[src/rtl/cache_miss_pkg.sv]
// Shared widths, FSM state encoding and word-address layout for the cache miss handler.
// Optional build macro used by the handler: CRITICAL_WORD_FIRST_EN.
package cache_miss_pkg;

  localparam int TAG_WIDTH    = 8;
  localparam int INDEX_WIDTH  = 6;
  localparam int OFFSET_WIDTH = 4;
  localparam int WAY_WIDTH    = 2;
  localparam int DATA_WIDTH   = 16;
  localparam int ADDR_WIDTH   = TAG_WIDTH + INDEX_WIDTH + OFFSET_WIDTH;

  typedef enum logic [1:0] {
    ST_IDLE,
    ST_WRITEBACK,
    ST_FETCH,
    ST_UPDATE
  } miss_state_e;

  typedef struct packed {
    logic [TAG_WIDTH-1:0]    tag;
    logic [INDEX_WIDTH-1:0]  index;
    logic [OFFSET_WIDTH-1:0] offset;
  } mem_addr_t;

  function automatic mem_addr_t makeAddr(input logic [TAG_WIDTH-1:0]    tag,
                                         input logic [INDEX_WIDTH-1:0]  index,
                                         input logic [OFFSET_WIDTH-1:0] offset);
    mem_addr_t a;
    a.tag    = tag;
    a.index  = index;
    a.offset = offset;
    return a;
  endfunction

endpackage

[src/rtl/cache_miss_handler_if.sv]
// Bundle of miss-request, data-array, tag/LRU update and memory-bus signals.
// The handler uses the slave modport; the cache controller / memory side uses master.
interface cache_miss_handler_if;
  import cache_miss_pkg::*;

  logic                    missValid;
  logic                    missReady;
  logic [TAG_WIDTH-1:0]    missTag;
  logic [INDEX_WIDTH-1:0]  missIndex;
  logic [OFFSET_WIDTH-1:0] missOffset;
  logic [WAY_WIDTH-1:0]    replacementCacheLine;
  logic                    victimValid;
  logic                    victimDirty;
  logic [TAG_WIDTH-1:0]    victimTag;
  logic [INDEX_WIDTH-1:0]  cacheIndex;
  logic [WAY_WIDTH-1:0]    cacheWay;
  logic [OFFSET_WIDTH-1:0] cacheOffset;
  logic [DATA_WIDTH-1:0]   cacheReadData;
  logic                    cacheWriteEnable;
  logic [DATA_WIDTH-1:0]   cacheWriteData;
  logic                    tagWriteEnable;
  logic [TAG_WIDTH-1:0]    tagOut;
  logic                    validOut;
  logic                    dirtyOut;
  logic                    lruAccessEnable;
  logic [INDEX_WIDTH-1:0]  lruIndex;
  logic [WAY_WIDTH-1:0]    lruLastAccessedCacheLine;
  logic                    memRead;
  logic                    memWrite;
  logic [ADDR_WIDTH-1:0]   memAddress;
  logic [DATA_WIDTH-1:0]   memDataOut;
  logic [DATA_WIDTH-1:0]   memDataIn;
  logic                    memAck;
  logic                    done;

  modport slave (
    input  missValid, missTag, missIndex, missOffset, replacementCacheLine,
           victimValid, victimDirty, victimTag, cacheReadData, memDataIn, memAck,
    output missReady, cacheIndex, cacheWay, cacheOffset, cacheWriteEnable, cacheWriteData,
           tagWriteEnable, tagOut, validOut, dirtyOut, lruAccessEnable, lruIndex,
           lruLastAccessedCacheLine, memRead, memWrite, memAddress, memDataOut, done
  );

  modport master (
    output missValid, missTag, missIndex, missOffset, replacementCacheLine,
           victimValid, victimDirty, victimTag, cacheReadData, memDataIn, memAck,
    input  missReady, cacheIndex, cacheWay, cacheOffset, cacheWriteEnable, cacheWriteData,
           tagWriteEnable, tagOut, validOut, dirtyOut, lruAccessEnable, lruIndex,
           lruLastAccessedCacheLine, memRead, memWrite, memAddress, memDataOut, done
  );

endinterface

[src/rtl/miss_word_counter.sv]
// Block word counter: loadable start offset, wraps through the block, and flags the
// cycle in which the last of the 2**OFFSET_WIDTH acknowledged words is being transferred.
module miss_word_counter
  import cache_miss_pkg::*;
(
  input  logic                    clock,
  input  logic                    reset,
  input  logic                    i_load,
  input  logic [OFFSET_WIDTH-1:0] i_loadValue,
  input  logic                    i_inc,
  output logic [OFFSET_WIDTH-1:0] o_value,
  output logic                    o_lastWord
);

  logic [OFFSET_WIDTH-1:0] r_value;
  logic [OFFSET_WIDTH-1:0] r_seen;

  // r_seen counts acks independently of the (possibly non-zero) start offset.
  always_ff @(posedge clock or negedge reset) begin
    if (!reset) begin
      r_value <= '0;
      r_seen  <= '0;
    end else if (i_load) begin
      r_value <= i_loadValue;
      r_seen  <= '0;
    end else if (i_inc) begin
      r_value <= r_value + 1'b1;
      r_seen  <= r_seen + 1'b1;
    end
  end

  assign o_value    = r_value;
  assign o_lastWord = &r_seen;

endmodule

[src/rtl/cache_miss_handler.sv]
// Services one cache miss at a time: optional dirty write-back, block fetch, tag/LRU update.
// Define CRITICAL_WORD_FIRST_EN to start the fetch at the missing word instead of word 0.
module cache_miss_handler
  import cache_miss_pkg::*;
(
  input  logic                clock,
  input  logic                reset,
  cache_miss_handler_if.slave bus
);

  miss_state_e             r_state;
  logic                    r_memRead;
  logic                    r_memWrite;
  logic                    r_tagWrite;
  logic                    r_lruAccess;
  logic                    r_done;
  logic [TAG_WIDTH-1:0]    r_missTag;
  logic [TAG_WIDTH-1:0]    r_victimTag;
  logic [INDEX_WIDTH-1:0]  r_index;
  logic [WAY_WIDTH-1:0]    r_way;

  logic                    w_accept;
  logic                    w_dirtyVictim;
  logic                    w_ack;
  logic                    w_load;
  logic                    w_lastWord;
  logic [OFFSET_WIDTH-1:0] w_fetchStart;
  logic [OFFSET_WIDTH-1:0] w_loadValue;
  logic [OFFSET_WIDTH-1:0] w_count;
  mem_addr_t               w_addr;

  assign w_accept      = (r_state == ST_IDLE) && bus.missValid;
  assign w_dirtyVictim = bus.victimValid && bus.victimDirty;
  assign w_ack         = bus.memAck && (r_memRead || r_memWrite);

`ifdef CRITICAL_WORD_FIRST_EN
  logic [OFFSET_WIDTH-1:0] r_missOffset;

  always_ff @(posedge clock or negedge reset) begin
    if (!reset) begin
      r_missOffset <= '0;
    end else if (w_accept) begin
      r_missOffset <= bus.missOffset;
    end
  end

  assign w_fetchStart = r_memWrite ? r_missOffset : bus.missOffset;
`else
  assign w_fetchStart = '0;
`endif

  // Counter reloads on accept and again when the write-back hands over to the fetch.
  assign w_load      = w_accept || (r_memWrite && w_ack && w_lastWord);
  assign w_loadValue = (!r_memWrite && w_dirtyVictim) ? '0 : w_fetchStart;

  miss_word_counter u_counter (
    .clock       (clock),
    .reset       (reset),
    .i_load      (w_load),
    .i_loadValue (w_loadValue),
    .i_inc       (w_ack),
    .o_value     (w_count),
    .o_lastWord  (w_lastWord)
  );

  always_ff @(posedge clock or negedge reset) begin
    if (!reset) begin
      r_state     <= ST_IDLE;
      r_memRead   <= 1'b0;
      r_memWrite  <= 1'b0;
      r_tagWrite  <= 1'b0;
      r_lruAccess <= 1'b0;
      r_done      <= 1'b0;
      r_missTag   <= '0;
      r_victimTag <= '0;
      r_index     <= '0;
      r_way       <= '0;
    end else begin
      r_tagWrite  <= 1'b0;
      r_lruAccess <= 1'b0;
      r_done      <= 1'b0;
      case (r_state)
        ST_IDLE: begin
          if (bus.missValid) begin
            r_missTag   <= bus.missTag;
            r_victimTag <= bus.victimTag;
            r_index     <= bus.missIndex;
            r_way       <= bus.replacementCacheLine;
            if (w_dirtyVictim) begin
              r_state    <= ST_WRITEBACK;
              r_memWrite <= 1'b1;
            end else begin
              r_state    <= ST_FETCH;
              r_memRead  <= 1'b1;
            end
          end
        end
        ST_WRITEBACK: begin
          if (bus.memAck && w_lastWord) begin
            r_state    <= ST_FETCH;
            r_memWrite <= 1'b0;
            r_memRead  <= 1'b1;
          end
        end
        ST_FETCH: begin
          if (bus.memAck && w_lastWord) begin
            r_state     <= ST_UPDATE;
            r_memRead   <= 1'b0;
            r_tagWrite  <= 1'b1;
            r_lruAccess <= 1'b1;
            r_done      <= 1'b1;
          end
        end
        ST_UPDATE: r_state <= ST_IDLE;
        default:   r_state <= ST_IDLE;
      endcase
    end
  end

  always_comb begin
    w_addr = '0;
    if (r_memWrite) begin
      w_addr = makeAddr(r_victimTag, r_index, w_count);
    end else if (r_memRead) begin
      w_addr = makeAddr(r_missTag, r_index, w_count);
    end
  end

  assign bus.missReady                = (r_state == ST_IDLE);
  assign bus.cacheIndex               = r_index;
  assign bus.cacheWay                 = r_way;
  assign bus.cacheOffset              = w_count;
  assign bus.cacheWriteEnable         = r_memRead && bus.memAck;
  assign bus.cacheWriteData           = bus.memDataIn;
  assign bus.tagWriteEnable           = r_tagWrite;
  assign bus.tagOut                   = r_missTag;
  assign bus.validOut                 = r_tagWrite;
  assign bus.dirtyOut                 = 1'b0;
  assign bus.lruAccessEnable          = r_lruAccess;
  assign bus.lruIndex                 = r_index;
  assign bus.lruLastAccessedCacheLine = r_way;
  assign bus.memRead                  = r_memRead;
  assign bus.memWrite                 = r_memWrite;
  assign bus.memAddress               = w_addr;
  assign bus.memDataOut               = r_memWrite ? bus.cacheReadData : '0;
  assign bus.done                     = r_done;

endmodule

[src/flat_wrapper.sv]
// flat-port wrapper written by rule: the top's interface ports become plain ports
module cache_miss_handler_flat import cache_miss_pkg::*;
  (clock, reset, bus_missValid, bus_missTag, bus_missIndex, bus_missOffset, bus_replacementCacheLine, bus_victimValid, bus_victimDirty, bus_victimTag, bus_cacheReadData, bus_memDataIn, bus_memAck, bus_missReady, bus_cacheIndex, bus_cacheWay, bus_cacheOffset, bus_cacheWriteEnable, bus_cacheWriteData, bus_tagWriteEnable, bus_tagOut, bus_validOut, bus_dirtyOut, bus_lruAccessEnable, bus_lruIndex, bus_lruLastAccessedCacheLine, bus_memRead, bus_memWrite, bus_memAddress, bus_memDataOut, bus_done);
  cache_miss_handler_if bus_i ();
  input  logic clock;
  input  logic reset;
  input wire logic [$bits(bus_i.missValid)-1:0] bus_missValid;
  input wire logic [$bits(bus_i.missTag)-1:0] bus_missTag;
  input wire logic [$bits(bus_i.missIndex)-1:0] bus_missIndex;
  input wire logic [$bits(bus_i.missOffset)-1:0] bus_missOffset;
  input wire logic [$bits(bus_i.replacementCacheLine)-1:0] bus_replacementCacheLine;
  input wire logic [$bits(bus_i.victimValid)-1:0] bus_victimValid;
  input wire logic [$bits(bus_i.victimDirty)-1:0] bus_victimDirty;
  input wire logic [$bits(bus_i.victimTag)-1:0] bus_victimTag;
  input wire logic [$bits(bus_i.cacheReadData)-1:0] bus_cacheReadData;
  input wire logic [$bits(bus_i.memDataIn)-1:0] bus_memDataIn;
  input wire logic [$bits(bus_i.memAck)-1:0] bus_memAck;
  output wire logic [$bits(bus_i.missReady)-1:0] bus_missReady;
  output wire logic [$bits(bus_i.cacheIndex)-1:0] bus_cacheIndex;
  output wire logic [$bits(bus_i.cacheWay)-1:0] bus_cacheWay;
  output wire logic [$bits(bus_i.cacheOffset)-1:0] bus_cacheOffset;
  output wire logic [$bits(bus_i.cacheWriteEnable)-1:0] bus_cacheWriteEnable;
  output wire logic [$bits(bus_i.cacheWriteData)-1:0] bus_cacheWriteData;
  output wire logic [$bits(bus_i.tagWriteEnable)-1:0] bus_tagWriteEnable;
  output wire logic [$bits(bus_i.tagOut)-1:0] bus_tagOut;
  output wire logic [$bits(bus_i.validOut)-1:0] bus_validOut;
  output wire logic [$bits(bus_i.dirtyOut)-1:0] bus_dirtyOut;
  output wire logic [$bits(bus_i.lruAccessEnable)-1:0] bus_lruAccessEnable;
  output wire logic [$bits(bus_i.lruIndex)-1:0] bus_lruIndex;
  output wire logic [$bits(bus_i.lruLastAccessedCacheLine)-1:0] bus_lruLastAccessedCacheLine;
  output wire logic [$bits(bus_i.memRead)-1:0] bus_memRead;
  output wire logic [$bits(bus_i.memWrite)-1:0] bus_memWrite;
  output wire logic [$bits(bus_i.memAddress)-1:0] bus_memAddress;
  output wire logic [$bits(bus_i.memDataOut)-1:0] bus_memDataOut;
  output wire logic [$bits(bus_i.done)-1:0] bus_done;
  assign bus_i.missValid = bus_missValid;
  assign bus_i.missTag = bus_missTag;
  assign bus_i.missIndex = bus_missIndex;
  assign bus_i.missOffset = bus_missOffset;
  assign bus_i.replacementCacheLine = bus_replacementCacheLine;
  assign bus_i.victimValid = bus_victimValid;
  assign bus_i.victimDirty = bus_victimDirty;
  assign bus_i.victimTag = bus_victimTag;
  assign bus_i.cacheReadData = bus_cacheReadData;
  assign bus_i.memDataIn = bus_memDataIn;
  assign bus_i.memAck = bus_memAck;
  assign bus_missReady = bus_i.missReady;
  assign bus_cacheIndex = bus_i.cacheIndex;
  assign bus_cacheWay = bus_i.cacheWay;
  assign bus_cacheOffset = bus_i.cacheOffset;
  assign bus_cacheWriteEnable = bus_i.cacheWriteEnable;
  assign bus_cacheWriteData = bus_i.cacheWriteData;
  assign bus_tagWriteEnable = bus_i.tagWriteEnable;
  assign bus_tagOut = bus_i.tagOut;
  assign bus_validOut = bus_i.validOut;
  assign bus_dirtyOut = bus_i.dirtyOut;
  assign bus_lruAccessEnable = bus_i.lruAccessEnable;
  assign bus_lruIndex = bus_i.lruIndex;
  assign bus_lruLastAccessedCacheLine = bus_i.lruLastAccessedCacheLine;
  assign bus_memRead = bus_i.memRead;
  assign bus_memWrite = bus_i.memWrite;
  assign bus_memAddress = bus_i.memAddress;
  assign bus_memDataOut = bus_i.memDataOut;
  assign bus_done = bus_i.done;
  cache_miss_handler u_core (.clock(clock), .reset(reset), .bus(bus_i));
endmodule
[config.mk]
export PLATFORM = sky130hd
export DESIGN_NAME = cache_miss_handler_flat
export DESIGN_NICKNAME = d
export VERILOG_FILES = /design/src/rtl/cache_miss_pkg.sv /design/src/rtl/cache_miss_handler_if.sv /design/src/rtl/miss_word_counter.sv /design/src/rtl/cache_miss_handler.sv /design/src/flat_wrapper.sv
export SDC_FILE = /design/constraint.sdc
export NUM_CORES = 1
export LEC_CHECK = 0
export CORE_MARGIN = 1
export CORE_UTILIZATION = 38
export DETAILED_ROUTE_END_ITERATION = 8
export PLACE_DENSITY = 0.86
export SYNTH_ARGS = -nofsm -noshare
export SYNTH_HDL_FRONTEND = slang
export SYNTH_HIERARCHICAL = 1
export SYNTH_SLANG_ARGS = --single-unit
[constraint.sdc]
create_clock -name clock -period 4.7 [get_ports clock]
set_input_delay 1.175 -clock clock [delete_from_list [all_inputs] [get_ports clock]]
set_output_delay 1.175 -clock clock [all_outputs]
set_load 0.01 [all_outputs]
# ---- Yosys cells after proc, flatten, opt, wreduce, memory -nomap -nowiden
# Index checks and enable logic that the tools add are counted.
dict set report totals {
  ff_bits 37
  word_cells 60
}
dict set report classes {
  reduce_logical 18
  add_sub_neg 2
  n_eq_ne 8
  mux 22
}
# operator n
set op_table {}
lappend op_table {{$mux W18} 2}
lappend op_table {{$mux W16} 1}
lappend op_table {{$mux W4} 4}
lappend op_table {{$add A4 B1 Y4 const B} 2}
lappend op_table {{$mux W1} 8}
lappend op_table {{$mux W2} 4}
lappend op_table {{$pmux W2 S4} 1}
lappend op_table {{$reduce_and A4 Y1} 2}
lappend op_table {{$logic_and A1 B1 Y1} 7}
lappend op_table {{$ne A2 B1 Y1 const B} 3}
lappend op_table {{$reduce_and A5 Y1} 1}
lappend op_table {{$eq A2 B2 Y1 const B} 2}
lappend op_table {{$ne A2 B2 Y1 const B} 2}
lappend op_table {{$reduce_bool A2 Y1} 2}
lappend op_table {{$pmux W1 S3} 1}
lappend op_table {{$reduce_and A3 Y1} 1}
lappend op_table {{$reduce_bool A3 Y1} 1}
lappend op_table {{$eq A2 B1 Y1 const B} 1}
lappend op_table {{$logic_not A2 Y1} 1}
lappend op_table {{$logic_or A1 B1 Y1} 2}
lappend op_table {{$pmux W1 S2} 1}
lappend op_table {{$reduce_and A2 Y1} 1}

# ---- Longest topological paths before layout
# Gate-level depths: netlist (run 1).
dict set report depth {
  depth_word 6
  mapped_depth 8
  mapped_depth_nobuf 6
}

# ---- Modules after synthesis
# The synthesis (run 1) kept the hierarchy.
# mod cells_per_inst seq_area_each_um2 instances area_per_inst_um2
set by_module_without_submodules {}
lappend by_module_without_submodules {cache_miss_handler 156 725.7 1 1786.7}
lappend by_module_without_submodules {miss_word_counter 36 200.2 1 406.6}

# ---- Worst setup path after synthesis (run 1)
# OpenSTA, ideal clock, no wires.
dict set report synth_path {
  path_type {input to output}
  start {in bus_memAck}
  end {out bus_cacheWriteEnable}
  slack_ps 2185
  required_time_ps 3525
  stages 1
  t_arrival_ps 1340
  path_cell_list {and2_1}
}
dict set report synth_via {
  elab_chain_len 1
}
# element line
set synth_rtl {}
lappend synth_rtl {{start: declaration} flat_wrapper.sv:17} ;# input wire logic [$bits(bus_i.memAck)-1:0] bus_memAck;
lappend synth_rtl {{$logic_and A1 B1 Y1} cache_miss_handler.sv:133} ;# assign bus.cacheWriteEnable = r_memRead && bus.memAck;
lappend synth_rtl {{end: declaration} flat_wrapper.sv:22} ;# output wire logic [$bits(bus_i.cacheWriteEnable)-1:0] bus_cacheWriteEnable;
# Every way passes these cells.

# ---- Final worst setup path (run 1)
# Ends and elaborated chain as after synthesis.

==> impl_metrics.ini, run 1 <==
[global_route]
grt-ovfl-total = 0
grt_max_degree = 38
grt_pass1_wl_um = 7928
top_usage_layer = met2
track_usage_pct = 16.83
grt_pass1_vias = 1762
antenna_found_initial = 0
gr-usage-met2_pct = 30.97
met3_usage_pct = 4.235
use_met1_pct = 18.45

[cts]
clock_path_buffers = 2
cts-root-buf = clkbuf_8
cts_resized = 0
htreeDepth = 2
cts_tree = done
cts.sinks = 37
clock_latency_ns = 0.28
ctsHoldBuffers = 0
cts-buffers-inserted = 5
clk_pin_slew_worst_paths_ns = 0.08
post_cts_buffers = 0

[route]
ant_nets = 0
viasPerCell = 4.761
first_iter_violations = 66
firstDrtPassIters = 4
routed_wl_um = 5142
route.detailed.drc = 0
dr_total_vias = 1690
avgRoutedWirePerCell_um = 14.48

[synthesis]
syn_inst = 192
post-synth-top-area-cell = dfrtp_1
synth_area_leaders = dfrtp_1, mux2_4, buf_4
synth_common_cells = dfrtp_1, buf_4, mux2_4, and2_1, nor2b_1
synth_edf_count = 0
synth.distinct_cells = 31
synth_top_area_share_pct = 42.21
synthArstFlopShare_pct = 100.0
yosysSeqAreaShare_pct = 42.21
synth_ff_type = dfrtp_1
ys_ff_latch = 37
synth_most_common_cell = dfrtp_1
yosys_warnings = 6
syn_area_um2 = 2193
avgSynthCellArea_um2 = 11.42

[sta]
setup_viol = 0
rsz0062_at_grt = no
worst_pin_slew_ns = 0.8305
post-route-min-period_ns = 3.612
tns_ns = 0
final.hold.worst_slack_ns = 0.5181
final_hold_viol_count = 0
period_share_pct = 76.85
max_slew_margin_pct = 44.63
max_freq_mhz = 276.9
fin_skew_ns = 0.008167
slew_violations = 0

[worst_setup_path]
critPathKind = primary input to primary output
worstPathRequired_ns = 3.52
cp_slowest_cell = clkdlybuf4s50_1
worstPathCellList = clkdlybuf4s50_1 -> and2_1 -> clkdlybuf4s50_1
crit_path_start_kind = primary input
max_stage_delay_ns = 0.56
cp_top_family = buffers and inverters
crit_buf_inv = 2
cp-end-kind = primary output
crit_fanout = 6
cpMostUsedCell = clkdlybuf4s50_1
arrival_ns = 2.44

[finish]
fillerInstances = 462
diodes = 0
synthToLayoutAreaGrowth_pct = 50.49
layout-drive-gt1-share_pct = 12.72
fin_cells = 355
final_nets = 355

[placement]
dp.cells = 347
port_buffers = 115
dpl.hpwl_um = 3869
place.gp.congestion = 0.7634

[floorplanning]
core_area_um2 = 5540
die_w_um = 77.98
pin_count = 153
fp.dieH_um = 77.98
start_util_pct = 39.59
die-area_um2 = 6080
fp-row-count = 27

[pwr]
peakVddDrop_v = 0.0004008
leakage_uw = 0.001446
p_total_uw = 1997
p_per_area_nw_per_um2 = 605.1

[min_path]
hold_path_class = register to register

[run_status]
outcome = finished, final reports clean

[job]
maxCapViolations = 0
[cell type report]
type | count | area, um2 | share of cell area (%)
inverter | 3 | 11.26 | 0.3412
sequential | 37 | 925.9 | 28.05
multi-input combinational | 120 | 1007 | 30.52
tap | 72 | 90.09 | 2.729
timing repair buffer | 115 | 1146 | 34.72
clock inverter | 2 | 37.54 | 1.137
clock buffer | 6 | 82.58 | 2.502
[cells in the final DEF (no fill, tap or decap), types with 6 or more instances in the layout]
cell and instances:
clkdlybuf4s50_1 114, dfrtp_1 37, mux2_4 19, and2_1 18
nor2b_1 12, a22o_1 8, nand2_1 7, ha_1 7
clkbuf_8 6, nor2_1 6, mux2_2 6
[final timing paths]
path / start / to / slack [ns] / cells after the start
min: u_core/r_victimTag[6] / u_core/r_victimTag[6] / 0.52 / 1
min in group asynchronous: reset / u_core/r_victimTag[0] / 0.98 / 1
max reg2reg: u_core/bus.memWrite / u_core/u_counter/o_value[3] / 2.04 / 5
min reg2reg: u_core/r_victimTag[6] / u_core/r_victimTag[6] / 0.52 / 1
max: bus_memAck / bus_cacheWriteEnable / 1.09 / 3
max in group asynchronous: reset / u_core/u_counter/o_value[1] / 3.19 / 1
[flip-flops by register name (all words and copies together), names as in the netlist]
register / cells
u_core/bus.tagOut: 8
u_core/bus.memRead: 1
u_core/bus.cacheIndex: 6
u_core/u_counter/o_value: 4
u_core/r_victimTag: 8
u_core/bus.memWrite: 1
u_core/bus.done: 1
u_core/bus.cacheWay: 2
u_core/u_counter/r_seen: 4
u_core/r_state: 2
[worst register-to-register path: stages, from the launching register on]
cell	delay, ns
dfrtp_1	0.87
nor2_1	0.41
nor2b_1	0.71
nand4_4	0.15
xnor2_1	0.17
mux2_2	0.25
[kinds of logic (layout without fill, tap and decap cells)]
| group | count (synthesis) | in the layout | share of synthesized area, % |
|---|---|---|---|
| compound gates | 20 | 20 | 6.617 |
| xor+xnor | 6 | 6 | 2.396 |
| fa+ha+maj | 7 | 7 | 3.993 |
| buf+inv | 39 | 126 | 12.55 |
| flops | 37 | 37 | 42.21 |
| mux | 29 | 29 | 17.91 |
| other cells | 1 | 5 | 0.1710 |
| simple gates | 53 | 53 | 14.15 |
[layer usage]
metal / vias up / wire (um) / share of wire, %
li1: 791 / - / -
met1: 800 / 2024 / 39
met2: 86 / 2609 / 51
met3: 13 / 426 / 8.3
met4: 0 / 82 / 1.6
met5: - / 0 / 0
[where the power goes]
part	total [uW]	switching (uW)	internal (uW)
registers	615	141	474
logic	1100	398	699
clock network	284	112	173
total	2000	651	1350
[through the flow]
| stage | util (%) | cell area [um2] | setup slack (ns) |
|---|---|---|---|
| 2_1_floorplan | - | 2208 | 2.185 |
| 5_1_grt | 59.58 | 3301 | 0.8717 |
| 3_3_place_gp | 57.41 | 3181 | 1.065 |
| 4_1_cts | 59.58 | 3301 | 1.053 |
| 3_5_place_dp | 57.41 | 3181 | 1.077 |
| 6_report | 59.58 | 3301 | 1.088 |
No activity file was read; power rests on OpenSTA's default activity.
==> run 2, diff against run 1 <==
--- a/config.mk
+++ b/config.mk
@@ -6,9 +6,9 @@
 export NUM_CORES = 1
 export LEC_CHECK = 0
 export CORE_MARGIN = 1
-export CORE_UTILIZATION = 38
+export CORE_UTILIZATION = 35
 export DETAILED_ROUTE_END_ITERATION = 8
-export PLACE_DENSITY = 0.86
+export PLACE_DENSITY = 0.8
 export SYNTH_ARGS = -nofsm -noshare
 export SYNTH_HDL_FRONTEND = slang
 export SYNTH_HIERARCHICAL = 1
==> constraint.sdc (replaced) <==
create_clock -name clock -period 3.4 [get_ports clock]
set_input_delay 0.85 -clock clock [delete_from_list [all_inputs] [get_ports clock]]
set_output_delay 0.85 -clock clock [all_outputs]
set_load 0.01 [all_outputs]
==> impl_metrics.ini, run 2 (same netlist as run 1, synthesis figures left out) <==
[cts]
post_cts_buffers = 0
cts-buffers-inserted = 5
clk_pin_slew_worst_paths_ns = 0.07
htreeDepth = 2
cts_tree = done
clock_latency_ns = 0.29
cts-root-buf = clkbuf_8
cts_resized = 0
cts.sinks = 37
ctsHoldBuffers = 0
clock_path_buffers = 2

[route]
firstDrtPassIters = 4
routed_wl_um = 5183
dr_total_vias = 1665
route.detailed.drc = 0
ant_nets = 0
first_iter_violations = 37
avgRoutedWirePerCell_um = 14.36
viasPerCell = 4.612

[floorplanning]
die-area_um2 = 6587
fp.dieH_um = 81.16
die_w_um = 81.16
fp-row-count = 28
pin_count = 153
core_area_um2 = 5991
start_util_pct = 36.61

[worst_setup_path]
cp_slowest_cell = clkdlybuf4s50_1
cp_top_family = buffers and inverters
arrival_ns = 2.11
cp-end-kind = primary output
worstPathCellList = clkdlybuf4s50_1 -> and2_1 -> clkdlybuf4s50_1
crit_fanout = 6
worstPathRequired_ns = 2.55
crit_path_start_kind = primary input
max_stage_delay_ns = 0.57
worstReg2RegStart = u_core/bus.memWrite
critPathKind = primary input to primary output
crit_buf_inv = 2
crit_start = bus_memAck
cpMostUsedCell = clkdlybuf4s50_1

[sta]
setup_viol = 0
rsz0062_at_grt = no
max_freq_mhz = 337.3
fin_skew_ns = 0.005925
max_slew_margin_pct = 43.09
final_hold_viol_count = 0
tns_ns = 0
post-route-min-period_ns = 2.964
worst_pin_slew_ns = 0.8504
slew_violations = 0
period_share_pct = 87.19

[placement]
place.gp.congestion = 0.7566
port_buffers = 115
dpl.hpwl_um = 3754

[global_route]
grt-ovfl-total = 0
grt_pass1_vias = 1648
grt_pass1_wl_um = 7997
antenna_found_initial = 0
grt_max_degree = 38
track_usage_pct = 16.11

[run_status]
outcome = finished, final reports clean

[finish]
fillerInstances = 524
layout-drive-gt1-share_pct = 13.29
final_common_cell = clkdlybuf4s50_1
diodes = 0
mostFrequentLayoutCells = clkdlybuf4s50_1, dfrtp_1, mux2_4
final_nets = 358
synthToLayoutAreaGrowth_pct = 49.97

[pwr]
leakage_uw = 0.001447
peakVddDrop_v = 0.0005098
p_total_uw = 2655
p_per_area_nw_per_um2 = 807.0

[min_path]
hold_path_class = register to register
min_from = u_core/r_victimTag[0]

[job]
maxCapViolations = 0
-- run 2: metrics by stage --
stage	setup WS [ns]	instance area (um2)	utilization [%]	cells	hold slack, ns
floorplan	1.429	2208	-	196	0.4818
global placement	0.4262	3207	53.53	353	0.4932
detailed placement	0.4318	3207	53.53	353	0.4997
CTS	0.4259	3289	54.91	361	0.5197
global route	0.3495	3289	54.91	361	0.5358
finish	0.4357	3289	54.91	361	0.5181
-- run 2: final timing paths --
check                                               to  slack (ns)  cells past startpoint
min in group asynchronous            u_core/r_state[1]        0.66                      1
setup reg to reg           u_core/u_counter/o_value[3]        1.46                      6
hold / removal                   u_core/r_victimTag[0]        0.52                      1
hold reg to reg                  u_core/r_victimTag[0]        0.52                      1
setup / recovery                  bus_cacheWriteEnable        0.44                      3
max in group asynchronous        u_core/r_victimTag[0]        2.20                      1
-- run 2: power by group --
part           leakage, uW  internal [uW]  switching (uW)
Sequential        0.000439            656             189
Combinational     0.000963            967             543
Clock            0.0000450            142             157
-- run 2: cell type report --
| cell class | count | area, um2 | area share (%) |
|---|---|---|---|
| inverters | 3 | 11.26 | 0.3423 |
| clock inverters | 2 | 10.01 | 0.3043 |
| clock buffers | 6 | 72.57 | 2.206 |
| well taps | 75 | 93.84 | 2.853 |
| flip-flops and latches | 37 | 925.9 | 28.15 |
| repair buffers | 118 | 1169 | 35.53 |
| multi-input cells | 120 | 1007 | 30.62 |
-- run 2: routing by layer --
| layer | GRT usage, % | vias up | routed length [um] |
|---|---|---|---|
| met4 | 5.714 | 0 | 68 |
| met3 | 4.607 | 14 | 428 |
| met1 | 19.52 | 778 | 2115 |
| li1 | - | 795 | - |
| met2 | 27.14 | 78 | 2570 |
| met5 | 0 | - | 0 |
==> run 3, diff against run 2 <==
--- a/config.mk
+++ b/config.mk
@@ -8,6 +8,7 @@
 export CORE_MARGIN = 1
 export CORE_UTILIZATION = 35
 export DETAILED_ROUTE_END_ITERATION = 8
+export GPL_ROUTABILITY_DRIVEN = 1
 export PLACE_DENSITY = 0.8
 export SYNTH_ARGS = -nofsm -noshare
 export SYNTH_HDL_FRONTEND = slang
==> results of run 3 <==
No change in the layout: final DEF, timing and power equal those of run 2.
